File: config.mk
export PLATFORM = sky130hd
export DESIGN_NAME = ex_mem_stage_flat
export DESIGN_NICKNAME = d
export VERILOG_FILES = /design/src/rtl/ex_mem_stage_if.sv /design/src/rtl/ex_mem_stage.sv /design/src/flat_wrapper.sv
export SDC_FILE = /design/constraint.sdc
export NUM_CORES = 1
export LEC_CHECK = 0
export BUFFER_PORTS_ARGS = -buffer_cell sky130_fd_sc_hd__buf_2
export CAP_MARGIN = 20
export CORE_ASPECT_RATIO = 1.4
export CORE_UTILIZATION = 25
export CTS_CLUSTER_DIAMETER = 150
export DETAILED_ROUTE_END_ITERATION = 10
export GPL_ROUTABILITY_DRIVEN = 0
export PLACE_DENSITY_LB_ADDON = 0.08
export SYNTH_ARGS = -nofsm -noshare
export SYNTH_HDL_FRONTEND = slang
export SYNTH_SLANG_ARGS = --single-unit
File: constraint.sdc
create_clock -name clk_i -period 4.85 [get_ports clk_i]
set_input_delay 0.97 -clock clk_i [delete_from_list [all_inputs] [get_ports clk_i]]
set_output_delay 0.97 -clock clk_i [all_outputs]
set_load 0.01 [all_outputs]
File: src/rtl/ex_mem_stage_if.sv
// EX->MEM boundary bundle.
//   master : upstream EX/downstream MEM side; drives the *_i signals, observes *_o.
//   slave  : the ex_mem_stage register; consumes *_i, drives *_o.
// Signal groups: EX handshake + ALU result/flags, instruction control,
// flush, MEM handshake + registered payload, fetch redirect.
interface ex_mem_stage_if #(parameter int XLEN = 32);
  logic            in_valid_i;
  logic            in_ready_o;
  logic [XLEN-1:0] alu_res_i;
  logic            cf_i, zf_i, vf_i, sf_i;
  logic [XLEN-1:0] rs2_data_i;
  logic [4:0]      rd_addr_i;
  logic [XLEN-1:0] pc_i;
  logic [XLEN-1:0] imm_i;
  logic            branch_i, jal_i, jalr_i;
  logic [2:0]      funct3_i;
  logic            mem_read_i, mem_write_i, reg_write_i;
  logic            flush_i;
  logic            out_ready_i;
  logic            out_valid_o;
  logic [XLEN-1:0] out_alu_res_o;
  logic [XLEN-1:0] out_rs2_o;
  logic [4:0]      out_rd_o;
  logic [XLEN-1:0] out_pc4_o;
  logic            out_mem_read_o, out_mem_write_o, out_reg_write_o;
  logic            redirect_o;
  logic [XLEN-1:0] redirect_pc_o;

  modport master (
    output in_valid_i, alu_res_i, cf_i, zf_i, vf_i, sf_i, rs2_data_i, rd_addr_i,
           pc_i, imm_i, branch_i, jal_i, jalr_i, funct3_i, mem_read_i,
           mem_write_i, reg_write_i, flush_i, out_ready_i,
    input  in_ready_o, out_valid_o, out_alu_res_o, out_rs2_o, out_rd_o, out_pc4_o,
           out_mem_read_o, out_mem_write_o, out_reg_write_o, redirect_o, redirect_pc_o
  );

  modport slave (
    input  in_valid_i, alu_res_i, cf_i, zf_i, vf_i, sf_i, rs2_data_i, rd_addr_i,
           pc_i, imm_i, branch_i, jal_i, jalr_i, funct3_i, mem_read_i,
           mem_write_i, reg_write_i, flush_i, out_ready_i,
    output in_ready_o, out_valid_o, out_alu_res_o, out_rs2_o, out_rd_o, out_pc4_o,
           out_mem_read_o, out_mem_write_o, out_reg_write_o, redirect_o, redirect_pc_o
  );
endinterface

File: src/rtl/ex_mem_stage.sv
// EX->MEM pipeline register with valid/ready handshake, branch/jump
// resolution and a one-cycle fetch redirect pulse.
// Ports:
//   clk_i   : core clock, rising edge
//   rst_n_i : asynchronous active-low reset
//   bus     : ex_mem_stage_if.slave (EX inputs, MEM outputs, redirect)
module ex_mem_stage #(
  parameter int XLEN = 32
) (
  input  logic            clk_i,
  input  logic            rst_n_i,
  ex_mem_stage_if.slave   bus
);

  typedef struct packed {
    logic [XLEN-1:0] alu_res;
    logic [XLEN-1:0] rs2;
    logic [4:0]      rd;
    logic [XLEN-1:0] pc4;
    logic            mem_read;
    logic            mem_write;
    logic            reg_write;
  } payload_t;

  payload_t        pl_q, pl_d;
  logic            vld_q;
  logic            redir_q;
  logic [XLEN-1:0] redir_pc_q;
  logic            accept, cond, taken;
  logic [XLEN-1:0] target;

  // Gated with reset so every output reads 0 while reset is held.
  assign bus.in_ready_o = rst_n_i & (~vld_q | bus.out_ready_i);
  assign accept         = bus.in_valid_i & bus.in_ready_o & ~bus.flush_i;

  // Condition evaluated on the flags of the ALU's rs1-rs2 subtraction.
  always_comb begin
    cond = 1'b0;
    case (bus.funct3_i)
      3'b000:  cond = bus.zf_i;
      3'b001:  cond = ~bus.zf_i;
      3'b100:  cond = bus.sf_i ^ bus.vf_i;
      3'b101:  cond = ~(bus.sf_i ^ bus.vf_i);
      3'b110:  cond = ~bus.cf_i;
      3'b111:  cond = bus.cf_i;
      default: cond = 1'b0;
    endcase
  end

  assign taken  = (bus.branch_i & cond) | bus.jal_i | bus.jalr_i;
  // JALR wins over JAL/branch; both adds wrap at 2^XLEN.
  assign target = bus.jalr_i ? {bus.alu_res_i[XLEN-1:1], 1'b0}
                             : bus.pc_i + bus.imm_i;

  always_comb begin
    pl_d           = '0;
    pl_d.alu_res   = bus.alu_res_i;
    pl_d.rs2       = bus.rs2_data_i;
    pl_d.rd        = bus.rd_addr_i;
    pl_d.pc4       = bus.pc_i + XLEN'(4);
    pl_d.mem_read  = bus.mem_read_i;
    pl_d.mem_write = bus.mem_write_i;
    pl_d.reg_write = bus.reg_write_i;
  end

  always_ff @(posedge clk_i or negedge rst_n_i) begin
    if (!rst_n_i) begin
      vld_q      <= 1'b0;
      pl_q       <= '0;
      redir_q    <= 1'b0;
      redir_pc_q <= '0;
    end else if (bus.flush_i) begin
      // Kill both the held and the incoming instruction.
      vld_q   <= 1'b0;
      redir_q <= 1'b0;
    end else begin
      // Pulse only on the accept edge, independent of downstream stall.
      redir_q <= accept & taken;
      if (accept) begin
        vld_q <= 1'b1;
        pl_q  <= pl_d;
        if (taken) redir_pc_q <= target;
      end else if (bus.out_ready_i) begin
        vld_q <= 1'b0;
      end
    end
  end

  assign bus.out_valid_o     = vld_q;
  assign bus.out_alu_res_o   = pl_q.alu_res;
  assign bus.out_rs2_o       = pl_q.rs2;
  assign bus.out_rd_o        = pl_q.rd;
  assign bus.out_pc4_o       = pl_q.pc4;
  assign bus.out_mem_read_o  = pl_q.mem_read;
  assign bus.out_mem_write_o = pl_q.mem_write;
  assign bus.out_reg_write_o = pl_q.reg_write;
  assign bus.redirect_o      = redir_q;
  assign bus.redirect_pc_o   = redir_pc_q;

endmodule

File: src/flat_wrapper.sv
// flat-port wrapper written by rule: the top's interface ports become plain ports
module ex_mem_stage_flat 
#(
  parameter int XLEN = 32
)
  (clk_i, rst_n_i, bus_in_valid_i, bus_alu_res_i, bus_cf_i, bus_zf_i, bus_vf_i, bus_sf_i, bus_rs2_data_i, bus_rd_addr_i, bus_pc_i, bus_imm_i, bus_branch_i, bus_jal_i, bus_jalr_i, bus_funct3_i, bus_mem_read_i, bus_mem_write_i, bus_reg_write_i, bus_flush_i, bus_out_ready_i, bus_in_ready_o, bus_out_valid_o, bus_out_alu_res_o, bus_out_rs2_o, bus_out_rd_o, bus_out_pc4_o, bus_out_mem_read_o, bus_out_mem_write_o, bus_out_reg_write_o, bus_redirect_o, bus_redirect_pc_o);
  ex_mem_stage_if #(.XLEN(XLEN)) bus_i ();
  input  logic clk_i;
  input  logic rst_n_i;
  input wire logic [$bits(bus_i.in_valid_i)-1:0] bus_in_valid_i;
  input wire logic [$bits(bus_i.alu_res_i)-1:0] bus_alu_res_i;
  input wire logic [$bits(bus_i.cf_i)-1:0] bus_cf_i;
  input wire logic [$bits(bus_i.zf_i)-1:0] bus_zf_i;
  input wire logic [$bits(bus_i.vf_i)-1:0] bus_vf_i;
  input wire logic [$bits(bus_i.sf_i)-1:0] bus_sf_i;
  input wire logic [$bits(bus_i.rs2_data_i)-1:0] bus_rs2_data_i;
  input wire logic [$bits(bus_i.rd_addr_i)-1:0] bus_rd_addr_i;
  input wire logic [$bits(bus_i.pc_i)-1:0] bus_pc_i;
  input wire logic [$bits(bus_i.imm_i)-1:0] bus_imm_i;
  input wire logic [$bits(bus_i.branch_i)-1:0] bus_branch_i;
  input wire logic [$bits(bus_i.jal_i)-1:0] bus_jal_i;
  input wire logic [$bits(bus_i.jalr_i)-1:0] bus_jalr_i;
  input wire logic [$bits(bus_i.funct3_i)-1:0] bus_funct3_i;
  input wire logic [$bits(bus_i.mem_read_i)-1:0] bus_mem_read_i;
  input wire logic [$bits(bus_i.mem_write_i)-1:0] bus_mem_write_i;
  input wire logic [$bits(bus_i.reg_write_i)-1:0] bus_reg_write_i;
  input wire logic [$bits(bus_i.flush_i)-1:0] bus_flush_i;
  input wire logic [$bits(bus_i.out_ready_i)-1:0] bus_out_ready_i;
  output wire logic [$bits(bus_i.in_ready_o)-1:0] bus_in_ready_o;
  output wire logic [$bits(bus_i.out_valid_o)-1:0] bus_out_valid_o;
  output wire logic [$bits(bus_i.out_alu_res_o)-1:0] bus_out_alu_res_o;
  output wire logic [$bits(bus_i.out_rs2_o)-1:0] bus_out_rs2_o;
  output wire logic [$bits(bus_i.out_rd_o)-1:0] bus_out_rd_o;
  output wire logic [$bits(bus_i.out_pc4_o)-1:0] bus_out_pc4_o;
  output wire logic [$bits(bus_i.out_mem_read_o)-1:0] bus_out_mem_read_o;
  output wire logic [$bits(bus_i.out_mem_write_o)-1:0] bus_out_mem_write_o;
  output wire logic [$bits(bus_i.out_reg_write_o)-1:0] bus_out_reg_write_o;
  output wire logic [$bits(bus_i.redirect_o)-1:0] bus_redirect_o;
  output wire logic [$bits(bus_i.redirect_pc_o)-1:0] bus_redirect_pc_o;
  assign bus_i.in_valid_i = bus_in_valid_i;
  assign bus_i.alu_res_i = bus_alu_res_i;
  assign bus_i.cf_i = bus_cf_i;
  assign bus_i.zf_i = bus_zf_i;
  assign bus_i.vf_i = bus_vf_i;
  assign bus_i.sf_i = bus_sf_i;
  assign bus_i.rs2_data_i = bus_rs2_data_i;
  assign bus_i.rd_addr_i = bus_rd_addr_i;
  assign bus_i.pc_i = bus_pc_i;
  assign bus_i.imm_i = bus_imm_i;
  assign bus_i.branch_i = bus_branch_i;
  assign bus_i.jal_i = bus_jal_i;
  assign bus_i.jalr_i = bus_jalr_i;
  assign bus_i.funct3_i = bus_funct3_i;
  assign bus_i.mem_read_i = bus_mem_read_i;
  assign bus_i.mem_write_i = bus_mem_write_i;
  assign bus_i.reg_write_i = bus_reg_write_i;
  assign bus_i.flush_i = bus_flush_i;
  assign bus_i.out_ready_i = bus_out_ready_i;
  assign bus_in_ready_o = bus_i.in_ready_o;
  assign bus_out_valid_o = bus_i.out_valid_o;
  assign bus_out_alu_res_o = bus_i.out_alu_res_o;
  assign bus_out_rs2_o = bus_i.out_rs2_o;
  assign bus_out_rd_o = bus_i.out_rd_o;
  assign bus_out_pc4_o = bus_i.out_pc4_o;
  assign bus_out_mem_read_o = bus_i.out_mem_read_o;
  assign bus_out_mem_write_o = bus_i.out_mem_write_o;
  assign bus_out_reg_write_o = bus_i.out_reg_write_o;
  assign bus_redirect_o = bus_i.redirect_o;
  assign bus_redirect_pc_o = bus_i.redirect_pc_o;
  ex_mem_stage #(.XLEN(XLEN)) u_core (.clk_i(clk_i), .rst_n_i(rst_n_i), .bus(bus_i));
endmodule
# After elaboration in Yosys (flattened, before gate mapping)
# Index checks and enable logic that the tools add are counted.
word_totals:
  reg_bits: 138
  latch_bits: 0
  ramBits: 0
  mem_bits_ro: 0
  inputBits: 151
  output_inout_bits: 139
  wordCells: 41
  mem_count: 0
classes:
  add_sub_neg: 2
  mul: 0
  div: 0
  n_lt_le_gt_ge: 0
  eq_ne: 5
  shift: 0
  n_mux: 6
  bitwise_logic: 14
  n_reduce_logical: 4
op_table:
  columns: ["operator", "count"]
  rows:
  - ["32-bit by 3-bit adder with 32-bit output, second input constant", 1]
  - ["32-bit adder", 1]
  - ["32-bit two-way mux", 1]
  - ["3-bit equality test, second input constant", 4]
  - ["1-bit one-hot mux with 6 select lines", 1]
  - ["1-bit AND", 5]
  - ["1-bit inverter", 5]
  - ["1-bit two-way mux", 4]
  - ["3-bit by 1-bit equality test with 1-bit output, second input constant", 1]
  - ["3-bit zero test", 1]
  - ["1-bit OR", 3]
  - ["3-bit AND reduction", 1]
  - ["3-bit nonzero test", 1]
  - ["2-bit AND reduction", 1]
  - ["1-bit XOR", 1]

# Logic depth before layout (Yosys ltp)
depth:
  word_depth: 8
  mapped_depth: 11
  mapped_depth_nobuf: 11

# Worst setup path before layout
# OpenSTA, ideal clock, no wires.
synth_timing:
  kind: "in2reg"
  start: "input port bus_imm_i[0]"
  end: "register u_core.redir_pc_q[30], in the netlist u_core.bus.redirect_pc_o[30]"
  setup_ns: 0.131
  arrival_time_ns: 3.216
  required_ns: 4.719
  path_slack_ns: 1.503
  path_stages: 11
  path_buffers: 0
  cell_sequence: "ha_1 > fa_1 > a21o_1 > a221oi_2 > o41a_1 > a31oi_4 > a21boi_2 > o41ai_2 > a221oi_1 > xor2_1 > o21ai_1"
synth_between:
  elab_chain_cells: 2
synth_rtl:
  columns: ["item", "line_no", "source"]
  rows:
  - ["start, declared", "flat_wrapper.sv:19", "input wire logic [$bits(bus_i.imm_i)-1:0] bus_imm_i;"]
  - ["32-bit adder", "ex_mem_stage.sv:53", ": bus.pc_i + bus.imm_i;"]
  - ["32-bit two-way mux", "ex_mem_stage.sv:52", "assign target = bus.jalr_i ? {bus.alu_res_i[XLEN-1:1], 1'b0}"]
  - ["end signal, assigned", "ex_mem_stage.sv:82", "if (taken) redir_pc_q <= target;"]
  - ["end, declared", "ex_mem_stage.sv:28", "logic [XLEN-1:0] redir_pc_q;"]
# Every way passes these cells.
# A chain may end at the register's enable or synchronous reset.

# Worst setup path after layout
layout_timing:
  start: "input port bus_pc_i[0]"
  end: "register u_core.redir_pc_q[30], in the netlist u_core.bus.redirect_pc_o[30]"
layout_between:
  elab_chain_cells: 2
layout_rtl:
  columns: ["item", "line_no", "source"]
  rows:
  - ["start, declared", "flat_wrapper.sv:18", "input wire logic [$bits(bus_i.pc_i)-1:0] bus_pc_i;"]
  - ["32-bit adder", "ex_mem_stage.sv:53", null]
  - ["32-bit two-way mux", "ex_mem_stage.sv:52", null]
# Every way passes these cells.

==> out/qor.csv <==
metric,value,unit
status,finished clean,
GR Util met2,31.0,%
ys async rst share,100,%
RSZ-0062 raised after global routing,no,
R2R Path End,u_core.bus.redirect_pc_o[31]$_DFFE_PN0P_,
Core ar.,0.0293,sq mm
setup tns final,0,ps
Pwr Density,378,mW/mm^2
FF-to-FF path depth,10,
met3 usage,4.17,%
clock buffer depth,2,
Tcrit/Tclk final,68.6,%
"Slowest-stage cell, CP",fa_1,
layout cells sized above 1,29.2,%
Critical Path End Type,register,
Leakage Power,5.16,nW
Rel. slew slack,36.9,%
register bit total from synthesis,138,
Synth area leader,dfrtp_1,
"Seq/Total Area, Yosys",46.3,%
RR Startpoint,u_core.bus.out_valid_o$_DFFE_PN0P_,
startpoint types,input port,
Synth Cell Area,0.00746,sq mm
setup slack after layout,1520,ps
initial antenna violation count,0,
"EDFF count, synth",0,
crit-path cells,buf_2 -> ha_1 -> fa_1 -> a21o_1 -> a221oi_2 -> o41a_1 -> a31oi_4 -> a21boi_2 -> o41ai_2 -> a221oi_1 -> xor2_1 -> o21ai_1,
flop-to-flop setup slack,2440,ps
WL final,26.8,mm
Root Driver,clkbuf_16,
Post-synth top cells,"306 x nand2_1, 138 x dfrtp_1, 64 x o21ai_0, 42 x a21oi_1, 37 x nor2_1",
crit-path leading delay family,compound AO/OA/AOI/OAI gates,
CTS H-tree lvls,4,
Final min period,3330,ps
Placed Cells,1511,
Rows,74,
post-DP HPWL,20.5,mm
Synth top area share,46.3,%
Max stage delay on crit path,430,ps
worst slew pin tran,946,ps
Hold Slack,454,ps
post-route cell area,0.00986,sq mm
type of the tightest min-delay check,in2async,
Finish-stage setup viols,0,
post-synth cell types,51,
Die Width,148,microns
initial drt markers,245,
vias in the first global route,6978,
Most Crowded Layer GR,met2,
Post-CTS Setup Repair Bufs,0,
Critical path buffers and inverters,1,
Syn. warnings,0,
Inserted Clock Buffers,17,
highest clock rate,301,MHz
global route overflow,0,
worst-skew pair later-pin latency,430,ps
GRT Util Overall,17.8,%
cts hold-fix bufs,0,
Worst VDD drop,0.000218,V
Cells after Synth,874,
largest cells by area after synthesis,"dfrtp_1 46%, nand2_1 15%, ha_1 5.4%, o21ai_0 4.3%, xnor2_1 4.0%",
Post-DP Area,0.00930,sq mm
Buffers on Ports,289,
CP Max Fanout,5,
Post-Syn Nets,1058,
most common cell in the synthesized netlist,nand2_1,
Die Height,206,microns
Clock Sinks,138,
Clock transition at path regs,60,ps
DR vias,6902,
ANT nets after route,0,
Clock Skew,7.38,ps
Non-Filler Instances,1543,
Avg Inst Size Synth,8.53,sq um
P&R area growth vs syn,32.2,%
final core utilization,33.7,%
nets,1334,
Crit path required time,5140,ps
DR pass1 iterations,7,
largest net degree at the start of global routing,86,
DR vias/cell,4.47,
cts repair resizes,0,
TritonCTS clock tree,built,
Starting Density,25.5,%
CP arrival,3610,ps
max_cap viols,0,
pre-CTS setup slack,1060,ps
WL/cell,17.4,microns
global-route wire length before repair,40.8,mm
drc violations,0,
io pins,290,
"Primary FF master, synth",dfrtp_1,
GR Util met1,21.7,%
final hold violation count,0,
Power Total,3.73,mW
Setup CP Type,in2reg,
"Slew Viols, Final",0,
die area,0.0305,sq mm
cells by family after synthesis:
logic type | share of synthesized area [%]
flip-flops | 46.3
multiplexers | 0.939
XOR/XNOR | 7.16
AO/OA/AOI/OAI | 14.5
buffers and inverters | 2.62
AND/OR/NAND/NOR | 22.8
adder cells (fa/ha/maj) | 5.64
worst max path at each step:
stage / slack, ps / cells after the start / start / end
after floorplan: 1500 / 11 / bus_imm_i[0] / u_core.bus.redirect_pc_o[30]$_DFFE_PN0P_
after global placement: 1080 / 12 / bus_pc_i[0] / u_core.bus.redirect_pc_o[30]$_DFFE_PN0P_
after detailed placement: 1060 / 12 / bus_pc_i[0] / u_core.bus.redirect_pc_o[30]$_DFFE_PN0P_
after CTS: 1510 / 12 / bus_pc_i[0] / u_core.bus.redirect_pc_o[30]$_DFFE_PN0P_
after global routing: 1370 / 12 / bus_pc_i[0] / u_core.bus.redirect_pc_o[30]$_DFFE_PN0P_
final: 1520 / 12 / bus_pc_i[0] / u_core.bus.redirect_pc_o[30]$_DFFE_PN0P_
per-layer routing:
metal | share of wire, % | vias up
met2 | 50 | 192
li1 | - | 3489
met5 | 0 | -
met4 | 1.3 | 0
met3 | 5.2 | 16
met1 | 44 | 3205
final cells by class:
| class | instances | area [sq um] |
|---|---|---|
| Clock inverter | 12 | 98.8 |
| Timing Repair Buffer | 297 | 1510 |
| Inverter | 12 | 45.0 |
| Clock buffer | 19 | 453 |
| Fill cell | 3230 | 19400 |
| Sequential cell | 138 | 3450 |
| Antenna cell | 1 | 2.50 |
| Tap cell | 380 | 475 |
| Multi-Input combinational cell | 684 | 3820 |
where the power goes:
group,switching (mW),internal [mW],total (mW)
sequential,0.105,1.37,1.47
combinational,0.601,0.404,1.00
clock,0.526,0.725,1.25
total,1.23,2.50,3.73
placed cells by master (no fill, tap or decap), drive strengths merged, types with 2 or more instances in the layout:
master	instances
a31oi	7
o21ai	69
inv	13
buf	297
a21boi	2
clkinvlp	4
mux2i	7
a32oi	5
a221oi	2
a2111oi	2
or3	2
nor2	37
and3b	2
o21a	2
a211oi	2
ha	32
clkinv	6
nand2b	6
o211ai	4
nand3b	4
nand3	17
a21o	22
and3	9
clkbuf	19
nor3	4
xnor2	34
dfrtp	138
o21bai	5
a21oi	43
nor2b	4
nand2	307
xor2	27
nand4	15
sequential cells by signal, summed over array words and instances (netlist names):
register                    count
u_core.bus.out_valid_o          1
u_core.bus.out_mem_read_o       1
u_core.bus.out_mem_write_o      1
u_core.bus.out_pc4_o           32
u_core.bus.redirect_o           1
u_core.bus.out_alu_res_o       32
u_core.bus.out_rd_o             5
u_core.bus.redirect_pc_o       32
u_core.bus.out_reg_write_o      1
u_core.bus.out_rs2_o           32
worst reg2reg max path, stage by stage (launching register included):
cell	delay, ps
dfrtp_1	340
nand2b_1	60
and2_1	180
and3b_4	210
nand2_2	50
buf_4	450
inv_1	220
nand2b_1	410
o21ai_0	160
a21oi_1	130
o21ai_1	70
(Power assumes the default switching activity.)
